`src/rtl/pixel_pkg.sv`:
```
// -----------------------------------------------------------------------------
// pixel_pkg
// Shared types and constants for the pixel LFSR readout array.
//   state_t    : top-level sequencer states (IDLE, COUNT, READ)
//   ch_mode_t  : per-channel operating mode driven by the sequencer
//   TAPS_Wn    : default XNOR feedback tap masks for common counter widths
//   frame_len  : serial frame length per channel (code plus optional flag)
// Optional feature macro: PIX_OVF_FLAG_EN (adds one overflow flag bit per frame).
// -----------------------------------------------------------------------------
package pixel_pkg;

    typedef enum logic [1:0] {
        IDLE  = 2'd0,
        COUNT = 2'd1,
        READ  = 2'd2
    } state_t;

    typedef enum logic [1:0] {
        CH_HOLD  = 2'd0,
        CH_CLEAR = 2'd1,
        CH_COUNT = 2'd2,
        CH_SHIFT = 2'd3
    } ch_mode_t;

    // Maximal-length XNOR tap masks, bit i = counter bit i.
    localparam logic [7:0]  TAPS_W8  = 8'b1011_1000;
    localparam logic [9:0]  TAPS_W10 = 10'b10_0100_0000;
    localparam logic [11:0] TAPS_W12 = 12'b1000_0010_1001;

`ifdef PIX_OVF_FLAG_EN
    localparam int FLAG_BITS = 1;
`else
    localparam int FLAG_BITS = 0;
`endif

    function automatic int frame_len(input int width);
        return width + FLAG_BITS;
    endfunction

endpackage

```
`src/rtl/pixel_lfsr_channel.sv`:
```
// -----------------------------------------------------------------------------
// pixel_lfsr_channel
// One pixel channel: XNOR-feedback LFSR counter, sticky comparator latch and,
// with PIX_OVF_FLAG_EN defined, a "never fired" flag that precedes the code.
// Ports:
//   Clk, Rst    : clock, asynchronous active-high reset
//   mode        : CH_CLEAR / CH_COUNT / CH_HOLD / CH_SHIFT
//   comp        : comparator input, only looked at in CH_COUNT
//   count_last  : (flag build only) high on the final COUNT cycle
//   ser_in      : serial input, enters the code LSB while shifting
//   ser_out     : frame MSB (flag if present, else code MSB)
// -----------------------------------------------------------------------------
module pixel_lfsr_channel
    import pixel_pkg::*;
#(
    parameter int              WIDTH = 10,
    parameter logic [WIDTH-1:0] TAPS = TAPS_W10
) (
    input  logic     Clk,
    input  logic     Rst,
    input  ch_mode_t mode,
    input  logic     comp,
`ifdef PIX_OVF_FLAG_EN
    input  logic     count_last,
`endif
    input  logic     ser_in,
    output logic     ser_out
);

    logic [WIDTH-1:0] q;
    logic             latch;
    logic             fb;

    assign fb = ~^(q & TAPS);

`ifdef PIX_OVF_FLAG_EN
    logic flag;

    always_ff @(posedge Clk or posedge Rst) begin
        if (Rst) begin
            q     <= '0;
            latch <= 1'b0;
            flag  <= 1'b0;
        end else begin
            case (mode)
                CH_CLEAR: begin
                    q     <= '0;
                    latch <= 1'b0;
                    flag  <= 1'b0;
                end
                CH_COUNT: begin
                    // A rise on the last cycle still counts as a valid conversion.
                    if (comp)
                        latch <= 1'b1;
                    else if (!latch)
                        q <= {q[WIDTH-2:0], fb};
                    if (count_last)
                        flag <= ~(latch | comp);
                end
                CH_SHIFT: {flag, q} <= {q, ser_in};
                default: ;
            endcase
        end
    end

    assign ser_out = flag;
`else
    always_ff @(posedge Clk or posedge Rst) begin
        if (Rst) begin
            q     <= '0;
            latch <= 1'b0;
        end else begin
            case (mode)
                CH_CLEAR: begin
                    q     <= '0;
                    latch <= 1'b0;
                end
                CH_COUNT: begin
                    if (comp)
                        latch <= 1'b1;
                    else if (!latch)
                        q <= {q[WIDTH-2:0], fb};
                end
                CH_SHIFT: q <= {q[WIDTH-2:0], ser_in};
                default: ;
            endcase
        end
    end

    assign ser_out = q[WIDTH-1];
`endif

endmodule

```
`src/rtl/pixel_lfsr_readout_array.sv`:
```
// -----------------------------------------------------------------------------
// pixel_lfsr_readout_array
// Back-end for a row of NUM_PIX ramp-ADC pixels. A start request clears all
// channels, runs RAMP_LEN counting cycles, then shifts every channel's frame
// out MSB-first on one daisy chain (channel NUM_PIX-1 first, channel 0 last).
// Optional feature macro: PIX_OVF_FLAG_EN (per-channel never-fired flag bit).
// Ports:
//   Clk, Rst : clock, asynchronous active-high reset
//   start    : one-cycle conversion request, honoured only in IDLE
//   comp     : comparator outputs, one per channel
//   ser_in   : chain input into channel 0
//   ser_out  : chain output, valid while ser_vld is high
//   ser_vld  : high for every READ cycle
//   busy     : high in COUNT and READ
//   done     : one-cycle pulse on the last READ cycle
// -----------------------------------------------------------------------------
module pixel_lfsr_readout_array
    import pixel_pkg::*;
#(
    parameter int               NUM_PIX  = 4,
    parameter int               WIDTH    = 10,
    parameter logic [WIDTH-1:0] TAPS     = TAPS_W10,
    parameter int               RAMP_LEN = 1023
) (
    input  logic               Clk,
    input  logic               Rst,
    input  logic               start,
    input  logic [NUM_PIX-1:0] comp,
    input  logic               ser_in,
    output logic               ser_out,
    output logic               ser_vld,
    output logic               busy,
    output logic               done
);

    localparam int FRAME     = frame_len(WIDTH);
    localparam int SHIFT_LEN = NUM_PIX * FRAME;
    localparam int CNT_MAX   = (RAMP_LEN > SHIFT_LEN) ? RAMP_LEN : SHIFT_LEN;
    localparam int CNT_W     = $clog2(CNT_MAX + 1);

    localparam logic [CNT_W-1:0] RAMP_LAST   = CNT_W'(RAMP_LEN - 1);
    localparam logic [CNT_W-1:0] SHIFT_LAST  = CNT_W'(SHIFT_LEN - 1);
    localparam logic [CNT_W-1:0] SHIFT_PENUL = CNT_W'(SHIFT_LEN - 2);

    state_t           state;
    logic [CNT_W-1:0] cnt;
    ch_mode_t         mode;
    logic             count_last;
    logic [NUM_PIX:0] chain;

    assign count_last = (state == COUNT) && (cnt == RAMP_LAST);

    always_comb begin
        mode = CH_HOLD;
        case (state)
            IDLE:    if (start) mode = CH_CLEAR;
            COUNT:   mode = CH_COUNT;
            READ:    mode = CH_SHIFT;
            default: mode = CH_HOLD;
        endcase
    end

    // Sequencer; busy/ser_vld/done are registered alongside the state.
    always_ff @(posedge Clk or posedge Rst) begin
        if (Rst) begin
            state   <= IDLE;
            cnt     <= '0;
            busy    <= 1'b0;
            ser_vld <= 1'b0;
            done    <= 1'b0;
        end else begin
            case (state)
                IDLE: begin
                    if (start) begin
                        state <= COUNT;
                        cnt   <= '0;
                        busy  <= 1'b1;
                    end
                end
                COUNT: begin
                    if (count_last) begin
                        state   <= READ;
                        cnt     <= '0;
                        ser_vld <= 1'b1;
                    end else begin
                        cnt <= cnt + 1'b1;
                    end
                end
                READ: begin
                    // Raise done one cycle early so it coincides with the last bit.
                    done <= (cnt == SHIFT_PENUL);
                    if (cnt == SHIFT_LAST) begin
                        state   <= IDLE;
                        cnt     <= '0;
                        busy    <= 1'b0;
                        ser_vld <= 1'b0;
                    end else begin
                        cnt <= cnt + 1'b1;
                    end
                end
                default: begin
                    state   <= IDLE;
                    cnt     <= '0;
                    busy    <= 1'b0;
                    ser_vld <= 1'b0;
                    done    <= 1'b0;
                end
            endcase
        end
    end

    assign chain[0] = ser_in;

    for (genvar i = 0; i < NUM_PIX; i++) begin : g_ch
        pixel_lfsr_channel #(
            .WIDTH (WIDTH),
            .TAPS  (TAPS)
        ) u_ch (
            .Clk        (Clk),
            .Rst        (Rst),
            .mode       (mode),
            .comp       (comp[i]),
`ifdef PIX_OVF_FLAG_EN
            .count_last (count_last),
`endif
            .ser_in     (chain[i]),
            .ser_out    (chain[i+1])
        );
    end

    // Gate so the line idles low outside READ.
    assign ser_out = ser_vld & chain[NUM_PIX];

endmodule

```
`config.mk`:
```
export PLATFORM = sky130hd
export DESIGN_NAME = pixel_lfsr_readout_array
export DESIGN_NICKNAME = d
export VERILOG_FILES = /design/src/rtl/pixel_pkg.sv /design/src/rtl/pixel_lfsr_channel.sv /design/src/rtl/pixel_lfsr_readout_array.sv
export SDC_FILE = /design/constraint.sdc
export NUM_CORES = 1
export LEC_CHECK = 0
export CAP_MARGIN = 30
export CORE_ASPECT_RATIO = 0.9
export CORE_MARGIN = 2
export CORE_UTILIZATION = 35
export CTS_CLUSTER_DIAMETER = 60
export DETAILED_ROUTE_END_ITERATION = 16
export GPL_TIMING_DRIVEN = 0
export PLACE_DENSITY_LB_ADDON = 0.15
export SETUP_SLACK_MARGIN = 0.05
export SLEW_MARGIN = 5
export SYNTH_ARGS = -nofsm -noshare
export SYNTH_HDL_FRONTEND = slang
export SYNTH_HIERARCHICAL = 1
export SYNTH_SLANG_ARGS = --single-unit
```
`constraint.sdc`:
```
create_clock -name Clk -period 3.4 [get_ports Clk]
set_input_delay 0.68 -clock Clk [delete_from_list [all_inputs] [get_ports Clk]]
set_output_delay 0.68 -clock Clk [all_outputs]
set_load 0.1 [all_outputs]
```
==> run summary <==
Overflow after GRT -> 0
Hold Path Class -> reg -> reg
Routed vias/inst -> 4.62
Warnings from Yosys -> 6
Design area -> 3510 sq um
Hold_sp -> g_ch[3].u_ch/q[0]
Most common cell in the netlist -> dfrtp_1
CP max FO -> 3
DP Worst Slack -> 0.760 ns
Rows -> 32
Largest net degree at the start of global routing -> 23
CP top delay family -> buffers and inverters
Total global-route track usage -> 0.136
H-tree depth -> 3
Post-Route WL -> 5.66 mm
GP Congestion -> 0.722
Fin Setup TNS -> 0 ns
Placement Cell Area -> 3280 sq um
Via count -> 2067
Final min period -> 2.67 ns
Max stage delay on crit path -> 1.13 ns
Share of the synthesized area in the top cell type -> 0.489
Hold Buf Count CTS -> 0
Max stage delay cell, worst path -> clkdlybuf4s50_1
CP cell instances -> and2_1 > clkdlybuf4s50_1
Ant diodes -> 0
Core ar. -> 8490 sq um
Io pins -> 12
Clk buf depth -> 2
FF+latch count, synth -> 59
Initial core utilization -> 0.356
Num CTS Buffers -> 9
Vias in the first global route -> 2125
Share of cells above drive strength 1 -> 0.107
Critical path class -> reg -> out
Initial DRT Pass Iterations -> 4
Final number of setup-violating endpoints -> 0
Port bufs -> 11
CP Launch Point -> g_ch[3].u_ch/q[9]
Routed Antenna Nets -> 0
Detailed Route Iter0 Violations -> 96
Syn Area/Cell -> 10.1 sq um
Initial antenna violation count -> 0
First-pass GRT wire length -> 9.99 mm
Syn Std Cell Area -> 3020 sq um
Final worst-path setup slack -> 0.733 ns
Critical path arrival -> 1.99 ns
Total Power -> 0.00151 W
Fin. Hold Viols -> 0
Startpoint types -> flip-flop
WL per Instance -> 12.7 um
Status -> finished, final reports clean
CP Buf/Inv Count -> 1
Clock transition at the registers of the reported paths -> 0.07 ns
Critical Path RT -> 2.72 ns
Leak -> 2.10 nW
Layout area overhead -> 16.4%
Critical path capture point type -> output pin
Reg-to-Reg Start -> state[1]
Slew of the pin with the lowest slew margin -> 0.963 ns
Number of synthesized flops with an enable pin -> 0
Hold WS -> 0.517 ns
Period utilization -> 0.784
Post-synth top cells -> 59 x dfrtp_1, 52 x inv_1, 46 x nand2_1
Max-Cap Viols -> 0
Final layout net count -> 336
Clock Sinks -> 59
CTS tree -> done
Setup Buffers After CTS -> 0
Total power density per cell area -> 431 nW/um^2
F_max -> 0.375 GHz
Max VDD drop -> 0.219 mV
Root Buffer -> clkbuf_8
Max-Slew Margin vs Limit -> 0.356
Dominant synthesized flop cell -> dfrtp_1
Synthesized net count -> 313
Dpl hpwl -> 3.79 mm
Area leader, netlist -> dfrtp_1
Worst clock skew -> 0.00665 ns
Post-synthesis sequential area ratio -> 0.489
Die Y -> 92.1 um
RSZ-0062 raised after global routing -> false
Post-synth ARST share -> 1.00
Resized cells post-CTS -> 0
Synth top area cells -> dfrtp_1 49%, mux2i_1 12%, inv_1 6.5%, nand2_1 5.7%, and3_1 2.3%
Post-Syn Instances -> 300
Die ar. -> 9380 sq um
Distinct cells, synth -> 38
DRC -> 0
Worst-skew pair later-pin latency -> 0.33 ns
Slew Viols, Final -> 0
Die width -> 102 um
==> path summary, 6_finish.rpt <==
path,to,slack [ns],cells after the start
max,ser_out,0.73,2
max reg2reg,g_ch[0].u_ch/q[0],1.12,8
max in group asynchronous,cnt[8],2.06,2
min,g_ch[3].u_ch/q[0],0.52,1
min reg2reg,g_ch[3].u_ch/q[0],0.52,1
min in group asynchronous,g_ch[3].u_ch/q[1],0.82,2
==> per-layer routing <==
layer	global-route usage	share of wire	vias up
met5	0	0	-
met4	0.0389	0.012	0
met3	0.0541	0.037	7
met2	0.202	0.45	27
met1	0.183	0.50	994
li1	-	-	1039
==> stage by stage <==
| step | utilization | std cells |
|---|---|---|
| CTS | 0.414 | 447 |
| global route | 0.414 | 447 |
| global placement | 0.386 | 430 |
| finish | 0.414 | 447 |
| floorplan | - | 300 |
| detailed placement | 0.387 | 431 |
==> where the power goes <==
group,switching (W),internal [W]
combinational,0.0000309,0.0000244
clock,0.000278,0.000452
sequential,0.00000925,0.000720
total,0.000318,0.00120
==> cell usage in the layout, fill, tap and decap left out, drive strengths merged, types with 2 or more instances in the layout <==
master	Yosys	final
a21oi	9	9
a221o	4	4
a31oi	4	4
and2	3	3
and3	11	11
and4	2	2
buf	7	8
bufinv	0	2
clkbuf	5	17
clkdlybuf4s50	0	11
dfrtp	59	59
ha	5	5
inv	52	52
mux2i	36	36
nand2	46	46
nand3	7	7
nand4	5	5
nor2	6	6
nor2b	2	2
nor3	3	3
nor4b	2	2
o211ai	3	3
o21ai	10	10
o31ai	3	3
o32a	3	3
xnor2	4	4
xor2	5	5
==> area by class of cell <==
type | count | area, sq um
multi-input combinational | 177 | 1260
clock buffer | 12 | 155
tap | 119 | 149
clock inverter | 4 | 72.6
inverter | 52 | 195
sequential | 59 | 1480
buffer | 12 | 83.8
fill | 868 | 4980
timing repair buffer | 12 | 118
==> cells by family after synthesis <==
family,share of synthesized area
and+or+nand+nor,0.159
buffers and inverters,0.0925
DFF,0.489
AOI/OAI and AO/OA,0.0933
muxes,0.119
xor gates and xnor gates,0.0261
adders and majority gates,0.0207
==> flip-flops by register name, summed over array words and instances, names as in the netlist <==
register,flops
state,2
ser_vld,1
cnt,10
busy,1
g_ch.u_ch/latch,4
done,1
g_ch.u_ch/q,40
(Power assumes the default switching activity.)
